===== config.mk =====
export PLATFORM = sky130hd
export DESIGN_NAME = uart_tx_arbiter
export DESIGN_NICKNAME = d
export VERILOG_FILES = /design/src/rtl/uart_pkg.sv /design/src/rtl/rr_arbiter.sv /design/src/rtl/uart_tx_arbiter.sv
export SDC_FILE = /design/constraint.sdc
export NUM_CORES = 1
export LEC_CHECK = 0
export ABC_AREA = 0
export ABC_CLOCK_PERIOD_IN_PS = 8500
export CAP_MARGIN = 40
export CORE_UTILIZATION = 49
export CTS_CLUSTER_SIZE = 20
export DETAILED_ROUTE_END_ITERATION = 10
export PLACE_DENSITY = 0.89
export SYNTH_ARGS = -nofsm -noshare
export SYNTH_HDL_FRONTEND = slang
export SYNTH_SLANG_ARGS = --single-unit

===== constraint.sdc =====
create_clock -name clk -period 8.5 [get_ports clk]
set_input_delay 2.125 -clock clk [delete_from_list [all_inputs] [get_ports clk]]
set_output_delay 2.125 -clock clk [all_outputs]
set_load 0.02 [all_outputs]

===== src/rtl/uart_pkg.sv =====
// Shared types and defaults for the UART transmit arbiter.
package uart_pkg;

    localparam int NUM_REQ_DEF = 4;

    typedef enum logic [1:0] {
        IDLE  = 2'd0,
        SEND  = 2'd1,
        GAP   = 2'd2,
        DRAIN = 2'd3
    } state_t;

    // Index width that stays legal for a single requester.
    function automatic int idx_width(input int n);
        return (n > 1) ? $clog2(n) : 1;
    endfunction

endpackage


===== src/rtl/rr_arbiter.sv =====
// Combinational round-robin picker: searches from last_grant+1 upward, wrapping.
module rr_arbiter #(
    parameter int NUM_REQ = 4,
    parameter int IDX_W   = 2
) (
    input  logic [NUM_REQ-1:0] req,
    input  logic [IDX_W-1:0]   last_grant,
    output logic [NUM_REQ-1:0] gnt_onehot,
    output logic [IDX_W-1:0]   gnt_idx,
    output logic               any_req
);

    logic             found;
    logic [IDX_W-1:0] cand;

    always_comb begin
        gnt_onehot = '0;
        gnt_idx    = '0;
        found      = 1'b0;
        cand       = '0;
        for (int i = 1; i <= NUM_REQ; i++) begin
            cand = IDX_W'((int'(last_grant) + i) % NUM_REQ);
            if (!found && req[cand]) begin
                gnt_onehot[cand] = 1'b1;
                gnt_idx          = cand;
                found            = 1'b1;
            end
        end
    end

    assign any_req = |req;

endmodule


===== src/rtl/uart_tx_arbiter.sv =====
// Shares one uart_tx among NUM_REQ byte requesters with round-robin fairness
// and a fixed IDLE/SEND/GAP/DRAIN handshake per byte.
module uart_tx_arbiter
    import uart_pkg::*;
#(
    parameter int  NUM_REQ = NUM_REQ_DEF,
    parameter int  CNT_W   = 16,
    localparam int IDX_W   = idx_width(NUM_REQ)
) (
    input  logic                 clk,
    input  logic                 rst_n,
    input  logic [NUM_REQ-1:0]   req_valid,
    input  logic [8*NUM_REQ-1:0] req_data,
    output logic [NUM_REQ-1:0]   req_ready,
    output logic                 tx_valid,
    output logic [7:0]           tx_data,
    input  logic                 tx_ready,
    output logic                 busy,
    output logic [IDX_W-1:0]     grant_id,
    output logic [CNT_W-1:0]     sent_count
);

    state_t             state, state_next;
    logic [IDX_W-1:0]   last_grant, gnt_idx;
    logic [NUM_REQ-1:0] gnt_onehot;
    logic               any_req, accept;
    logic [7:0]         sel_data;

    rr_arbiter #(.NUM_REQ(NUM_REQ), .IDX_W(IDX_W)) u_rr (
        .req        (req_valid),
        .last_grant (last_grant),
        .gnt_onehot (gnt_onehot),
        .gnt_idx    (gnt_idx),
        .any_req    (any_req)
    );

    always_comb begin
        sel_data = 8'h00;
        for (int i = 0; i < NUM_REQ; i++) begin
            if (gnt_onehot[i]) sel_data = req_data[8*i +: 8];
        end
    end

    // req_ready is combinational in IDLE, so it must be masked while reset is held.
    always_comb begin
        state_next = state;
        req_ready  = '0;
        accept     = 1'b0;
        case (state)
            IDLE: begin
                if (any_req) begin
                    accept     = 1'b1;
                    req_ready  = gnt_onehot & {NUM_REQ{rst_n}};
                    state_next = SEND;
                end
            end
            SEND:    if (tx_ready) state_next = GAP;
            GAP:     state_next = DRAIN;
            DRAIN:   if (tx_ready) state_next = IDLE;
            default: state_next = IDLE;
        endcase
    end

    always_ff @(posedge clk or negedge rst_n) begin
        if (!rst_n) state <= IDLE;
        else        state <= state_next;
    end

    always_ff @(posedge clk or negedge rst_n) begin
        if (!rst_n) begin
            tx_data    <= 8'h00;
            grant_id   <= '0;
            last_grant <= IDX_W'(NUM_REQ - 1);
            sent_count <= '0;
        end else begin
            if (accept) begin
                tx_data    <= sel_data;
                grant_id   <= gnt_idx;
                last_grant <= gnt_idx;
            end
            if (state == SEND && tx_ready) sent_count <= sent_count + 1'b1;
        end
    end

    assign tx_valid = (state == SEND);
    assign busy     = (state != IDLE);

endmodule


==> results_dict.tcl, run 1 <==
set metrics [dict create \
    worst_clock_skew_ns 0.0111 \
    p_switching_uw 477 \
    critical_path_required_ns 6.38 \
    power.static_leakage_nw 1.22 \
    last_weighted_congestion_value_of_the_routability_driven_placer 0.921 \
    dp_cells 323 \
    detail_route.iter0.violations 161 \
    globalRouteOverflowTotal 0 \
    port_buffers 70 \
    cts-hold-fix-buffers 0 \
    drive_gt1_share_pct 10.3 \
    ioPinCount 71 \
    synth_async_sr_flop_share_pct 100 \
    wirelength_mm 5.53 \
    comb_power_share_pct 65.8 \
    grt_pass1_wl_mm 8.71 \
    mappedNetlistNets 257 \
    cts_made_buffers 5 \
    tritoncts "done" \
    antenna_cells 0 \
    std_cell_rows 23 \
    clock_power_share_pct 11.1 \
    number_of_remaining_drc_errors 0 \
    final_worst_path_cycle_share_pct 82.0 \
    whs_ns 0.466 \
    cts_htree_levels 2 \
    design.final.nets 332 \
    power.sequential.fraction_pct 23.1 \
    synth.yosys.seq_area_share_pct 36.2 \
    netlist_instances 205 \
    post_route_insts_no_fill 331 \
    report.final.slew_viol_count 0 \
    grt_antenna_before_repair 0 \
    synth_area_per_cell_sq_um 10.1 \
    timing.critical_path.to_type "output pin" \
    cts_repair_resize_count 0 \
    hpwlAfterDp_mm 4.06 \
    ys_top_cells_by_area "dfrtp_1 34%, ha_1 7.8%, nor2_1 5.8%, xnor2_1 5.5%, o221a_1 4.3%" \
    global_route.usage.total_pct 26.3 \
    critPathKind "in2out" \
    setup-violations-final 0 \
    maximum_number_of_pins_on_one_net_before_global_route_repair 32 \
    rsz0062_at_grt "no" \
    timing.critical_path.cells "clkdlybuf4s50_1, mux4_2, nor2b_1, a221oi_1, o21ai_2, nor2b_1, clkdlybuf4s50_1" \
    ff_latch_area_sq_um 753 \
    drtAntennaViolNets 0 \
    wl_per_cell_um 16.7 \
    die_height_um 67.1 \
    ir_drop_mv 0.237 \
    worst-slew-pin-transition_ns 0.566 \
    max_freq_mhz 143 \
    ys.warnings.count 0 \
    start_util_pct 51.6 \
    chipWidth_um 67.1 \
    outcome "finished clean" \
    startpoint_type "input port" \
    holdCritPathClass "reg2reg" \
    initial_drt_pass_iterations 4 \
    fillCellCount 299 \
    postCtsSetupBuffers 0 \
    cts_buffer_depth 2 \
    yosys.area.top_type "dfrtp_1" \
    core_region_area_sq_um 4030 \
    tns_ns 0 \
    worst_skew_pair.late_latency_ns 0.28 \
    vias_in_the_first_global_route 1812 \
    areaGrowthSynthToFinish_pct 40.3 \
    powerDensity_nw_per_um2 369 \
    multi_input_comb_area_sq_um 1260 \
    sw_frac_of_total_pct 44.3 \
    critPathArrivalTime_ns 4.84 \
    number_of_maximum_capacitance_violations 0 \
    viasPerCell 5.65 \
    synth.distinct_cells 41 \
    hold_violations 0 \
    finalCriticalPeriod_ns 6.97 \
    syn-cell-area_sq_um 2080 \
    synth_edf_count 0 \
    die_area_sq_um 4510 \
    synth_flop_cell "dfrtp_1" \
    clk_transition_reported_paths_ns 0.06 \
    internal_power_uw 599 \
    critical_path.max_stage_delay_ns 0.62 \
    cts_root_buffer "clkbuf_8" \
    netlist.area_leader.share_pct 33.7 \
    total_number_of_vias 1871 \
    worst-path-max-fanout 9 \
    register_bit_total_from_synthesis 30 \
    clock-sinks 30 \
    max-slew-margin-rel_pct 62.2 \
    slowest_stage "mux4_2" \
]
==> power groups by stage <==
stage               logic, mW  registers (mW)  clock network (mW)
floorplan               0.476           0.277                   0
global placement        0.687           0.247                   0
detailed placement      0.703           0.251                   0
CTS                     0.708           0.249               0.120
global route            0.769           0.257               0.127
finish                  0.708           0.249               0.119
==> worst paths after layout <==
path                                     start             end  slack [ns]  cells past startpoint
worst max-delay path              req_valid[2]    req_ready[0]        1.53                      7
min in group asynchronous                rst_n   sent_count[2]        2.23                      2
max in group asynchronous                rst_n   last_grant[0]        5.93                      2
worst max register to register   last_grant[0]      tx_data[1]        5.31                      8
worst min-delay path            sent_count[15]  sent_count[15]        0.47                      1
worst min register to register  sent_count[15]  sent_count[15]        0.47                      1
==> synthesized netlist by cell type, types with 3 or more instances <==
library cell / instances
a21oi_1: 11
a31o_1: 8
and2b_4: 7
and3_1: 3
dfrtp_1: 28
ha_1: 13
inv_1: 9
mux4_2: 3
nand2_1: 13
nand3_1: 4
nand4_1: 5
nor2_1: 32
nor2b_1: 5
o21ai_0: 5
o221a_1: 8
xnor2_1: 13
xor2_1: 4
==> critical path, delay by kind of cell <==
kind            cells  cell delay [ns]
simple gates        2             0.46
compound gates      2             0.52
mux                 1             0.62
buf+inv             2             1.10
==> routing by layer <==
metal / GRT usage, % / wire (um) / vias up
met4: 9.31 / 63 / 0
met5: 0 / 0 / -
met1: 32.0 / 2310 / 912
met2: 44.6 / 2830 / 68
met3: 6.76 / 318 / 6
li1: - / - / 885
==> final cells by class <==
| class | instances | area share, % |
|---|---|---|
| inverter | 9 | 1.16 |
| multi-input combinational | 162 | 43.3 |
| timing repair buffer | 72 | 24.5 |
| tap | 50 | 2.14 |
| clock buffer | 8 | 3.09 |
| sequential | 30 | 25.8 |
==> layout by cell type (no fill, tap or decap), types with 3 or more instances in the layout <==
master	n
o221a_1	8
nor2b_1	5
o21ai_0	5
xnor2_1	13
mux4_2	3
nor2_1	32
nand4_1	5
a31o_1	8
xor2_1	4
dfrtp_1	28
inv_1	9
clkdlybuf4s50_1	70
a21oi_1	11
nand2_1	13
clkbuf_8	6
ha_1	13
nand3_1	4
and2b_4	7
and3_1	3
==> state kept, by name (all words and copies together), names as in the netlist <==
name and cells:
sent_count 16, grant_id 2, last_grant 2, state 2, tx_data 8
==> stage by stage <==
stage | setup WS [ns] | power, mW | cell area [sq um] | util [%]
6_report | 1.53 | 1.08 | 2920 | 72.4
5_1_grt | 1.41 | 1.15 | 2920 | 72.4
4_1_cts | 1.55 | 1.08 | 2920 | 72.4
3_5_place_dp | 1.54 | 0.954 | 2830 | 70.2
3_3_place_gp | 1.63 | 0.934 | 2830 | 70.2
2_1_floorplan | 2.65 | 0.753 | 2080 | -
==> cells by family after synthesis <==
group,count (synthesis),synth area share (%)
AO/OA/AOI/OAI,43,16.8
AND/OR/NAND/NOR,81,22.4
XOR/XNOR,17,7.16
multiplexers,8,6.56
adder cells (fa/ha/maj),13,7.82
flip-flops,30,36.2
buffers and inverters,13,3.07
No activity file was read; power rests on OpenSTA's default activity.
==> run 2: changes to the inputs <==
--- a/config.mk
+++ b/config.mk
@@ -6,12 +6,12 @@
 export NUM_CORES = 1
 export LEC_CHECK = 0
 export ABC_AREA = 0
-export ABC_CLOCK_PERIOD_IN_PS = 8500
+export ABC_CLOCK_PERIOD_IN_PS = 6700
 export CAP_MARGIN = 40
-export CORE_UTILIZATION = 49
+export CORE_UTILIZATION = 46
 export CTS_CLUSTER_SIZE = 20
 export DETAILED_ROUTE_END_ITERATION = 10
-export PLACE_DENSITY = 0.89
+export PLACE_DENSITY = 0.85
 export SYNTH_ARGS = -nofsm -noshare
 export SYNTH_HDL_FRONTEND = slang
 export SYNTH_SLANG_ARGS = --single-unit
==> constraint.sdc (replaced) <==
create_clock -name clk -period 6.7 [get_ports clk]
set_input_delay 1.675 -clock clk [delete_from_list [all_inputs] [get_ports clk]]
set_output_delay 1.675 -clock clk [all_outputs]
set_load 0.02 [all_outputs]
==> results_dict.tcl, run 2 (synthesis gave the netlist of run 1 again) <==
set metrics [dict create \
    holdCritPathClass "reg2reg" \
    dp_cells 325 \
    total_number_of_vias 1903 \
    clock-sinks 30 \
    globalRouteOverflowTotal 0 \
    tns_ns 0 \
    slowest_stage "mux4_2" \
    postCtsSetupBuffers 0 \
    max-slew-margin-rel_pct 64.8 \
    ioPinCount 71 \
    clock_power_share_pct 10.1 \
    initial_drt_pass_iterations 4 \
    report.final.slew_viol_count 0 \
    wl_per_cell_um 15.5 \
    cts_made_buffers 5 \
    worstReg2RegEnd "tx_data[7]" \
    port_buffers 70 \
    comb_power_share_pct 66.5 \
    number_of_remaining_drc_errors 0 \
    cts_htree_levels 2 \
    global_route.usage.total_pct 22.2 \
    reg2reg_from "last_grant[0]" \
    design.final.nets 332 \
    last_weighted_congestion_value_of_the_routability_driven_placer 0.863 \
    setup_slack_ns 0.642 \
    timing.critical_path.to_type "output pin" \
    reg.largest.list "sent_count (16), tx_data (8)" \
    startpoint_type "input port" \
    crit_family "buffers and inverters" \
    critical_path_required_ns 5.03 \
    critical_path.max_stage_delay_ns 0.63 \
    antenna_cells 0 \
    reg2reg_setup_slack_ns 3.49 \
    hold_violations 0 \
    pre_cts_slack_ns 0.661 \
    power.sequential.fraction_pct 23.4 \
    cts-hold-fix-buffers 0 \
    grt_antenna_before_repair 0 \
    cp_num_cells 7 \
    cts_repair_resize_count 0 \
    timing.critical_path.cells "clkdlybuf4s50_1, mux4_2, nor2b_1, a221oi_1, o21ai_2, nor2b_1, clkdlybuf4s50_1" \
    critPathArrivalTime_ns 4.38 \
    core_region_area_sq_um 4350 \
    die_height_um 69.2 \
    critPathKind "in2out" \
    worst-path-max-fanout 9 \
    maximum_number_of_pins_on_one_net_before_global_route_repair 31 \
    std_cell_rows 24 \
    max_freq_mhz 165 \
    layout_commonest_cell "clkdlybuf4s50_1" \
    cts_buffer_depth 2 \
    path_buf_inv 2 \
    number_of_maximum_capacitance_violations 0 \
    post_route_insts_no_fill 332 \
    setup.worst_path.start "req_valid[1]" \
    sw_frac_of_total_pct 44.7 \
    power.static_leakage_nw 1.22 \
    mostFrequentLayoutCells "70 x clkdlybuf4s50_1, 32 x nor2_1, 28 x dfrtp_1" \
    register_with_the_most_flip_flops "sent_count" \
    die_area_sq_um 4790 \
    clk_transition_reported_paths_ns 0.06 \
    final_worst_path_cycle_share_pct 90.4 \
    finalCriticalPeriod_ns 6.06 \
    p_switching_uw 602 \
    hpwlAfterDp_mm 3.86 \
    drive_gt1_share_pct 10.7 \
    viasPerCell 5.73 \
    outcome "finished clean" \
    endpoint "req_ready[0]" \
    vias_in_the_first_global_route 1802 \
    powerDensity_nw_per_um2 463 \
    worst_clock_skew_ns 0.00558 \
    areaGrowthSynthToFinish_pct 39.9 \
    start_util_pct 47.8 \
    chipWidth_um 69.2 \
    worst-slew-pin-transition_ns 0.528 \
    worst_skew_pair.late_latency_ns 0.28 \
    internal_power_uw 746 \
    tritoncts "done" \
    drtAntennaViolNets 0 \
    ir_drop_mv 0.342 \
    reg2reg_depth 8 \
    largest_reg_flops 16 \
    grt_pass1_wl_mm 8.48 \
    wirelength_mm 5.13 \
    setup-violations-final 0 \
    rsz0062_at_grt "no" \
    cts_root_buffer "clkbuf_8" \
    detail_route.iter0.violations 163 \
]
==> run 2: cell types whose count changed in the layout (fill, tap and decap cells not counted) <==
cell,before,now
clkbuf_1,2,0
clkbuf_8,6,5
clkinv_2,0,2
==> run 2: worst min-delay path by stage <==
| stage | from | to | slack [ns] | depth (start not counted) |
|---|---|---|---|---|
| floorplan | state[0] | state[0] | 0.53 | 1 |
| global route | sent_count[4] | sent_count[4] | 0.52 | 1 |
| detailed placement | sent_count[15] | sent_count[15] | 0.46 | 1 |
| finish | sent_count[15] | sent_count[15] | 0.47 | 1 |
| global placement | sent_count[15] | sent_count[15] | 0.46 | 1 |
| CTS | sent_count[15] | sent_count[15] | 0.47 | 1 |
==> run 2: metrics by stage <==
stage | hold WS, ns | util [%] | total power [mW] | instance area [sq um]
global route | 0.516 | 66.8 | 1.44 | 2910
floorplan | 0.528 | - | 0.955 | 2080
finish | 0.465 | 66.8 | 1.35 | 2910
CTS | 0.473 | 66.8 | 1.35 | 2910
global placement | 0.457 | 64.8 | 1.18 | 2820
detailed placement | 0.465 | 65.0 | 1.21 | 2830
==> run 2: layer usage <==
metal	routed length (um)	track usage [%]	part of all wire (%)	up-vias
met1	2200	27.4	43	915
met4	133	8.39	2.6	0
met5	0	0	0	-
met2	2530	37.4	49	73
met3	278	5.38	5.4	17
li1	-	-	-	898
==> run 2: area by class of cell <==
cell class	count	area, sq um
Tap cell	52	65.1
Timing Repair Buffer	72	716
Sequential cell	30	753
Clock inverter	2	10.0
Fill cell	344	1450
Inverter	9	33.8
Clock buffer	5	68.8
Multi-Input combinational cell	162	1260
==> run 2: power groups by stage <==
stage	logic, mW	clock network, mW	registers (mW)
floorplan	0.603	0	0.351
global placement	0.861	0	0.315
detailed placement	0.893	0	0.316
CTS	0.897	0.139	0.314
global route	0.966	0.148	0.324
finish	0.896	0.137	0.315
==> run 2: worst reg2reg max path, stage by stage (launching register included) <==
cell and delay, ns:
dfstp_2 0.71, inv_1 0.22, ha_1 0.39, mux4_2 0.41
nor2b_1 0.21, a221o_1 0.34, a22oi_4 0.35, and2b_4 0.25
o221a_1 0.22
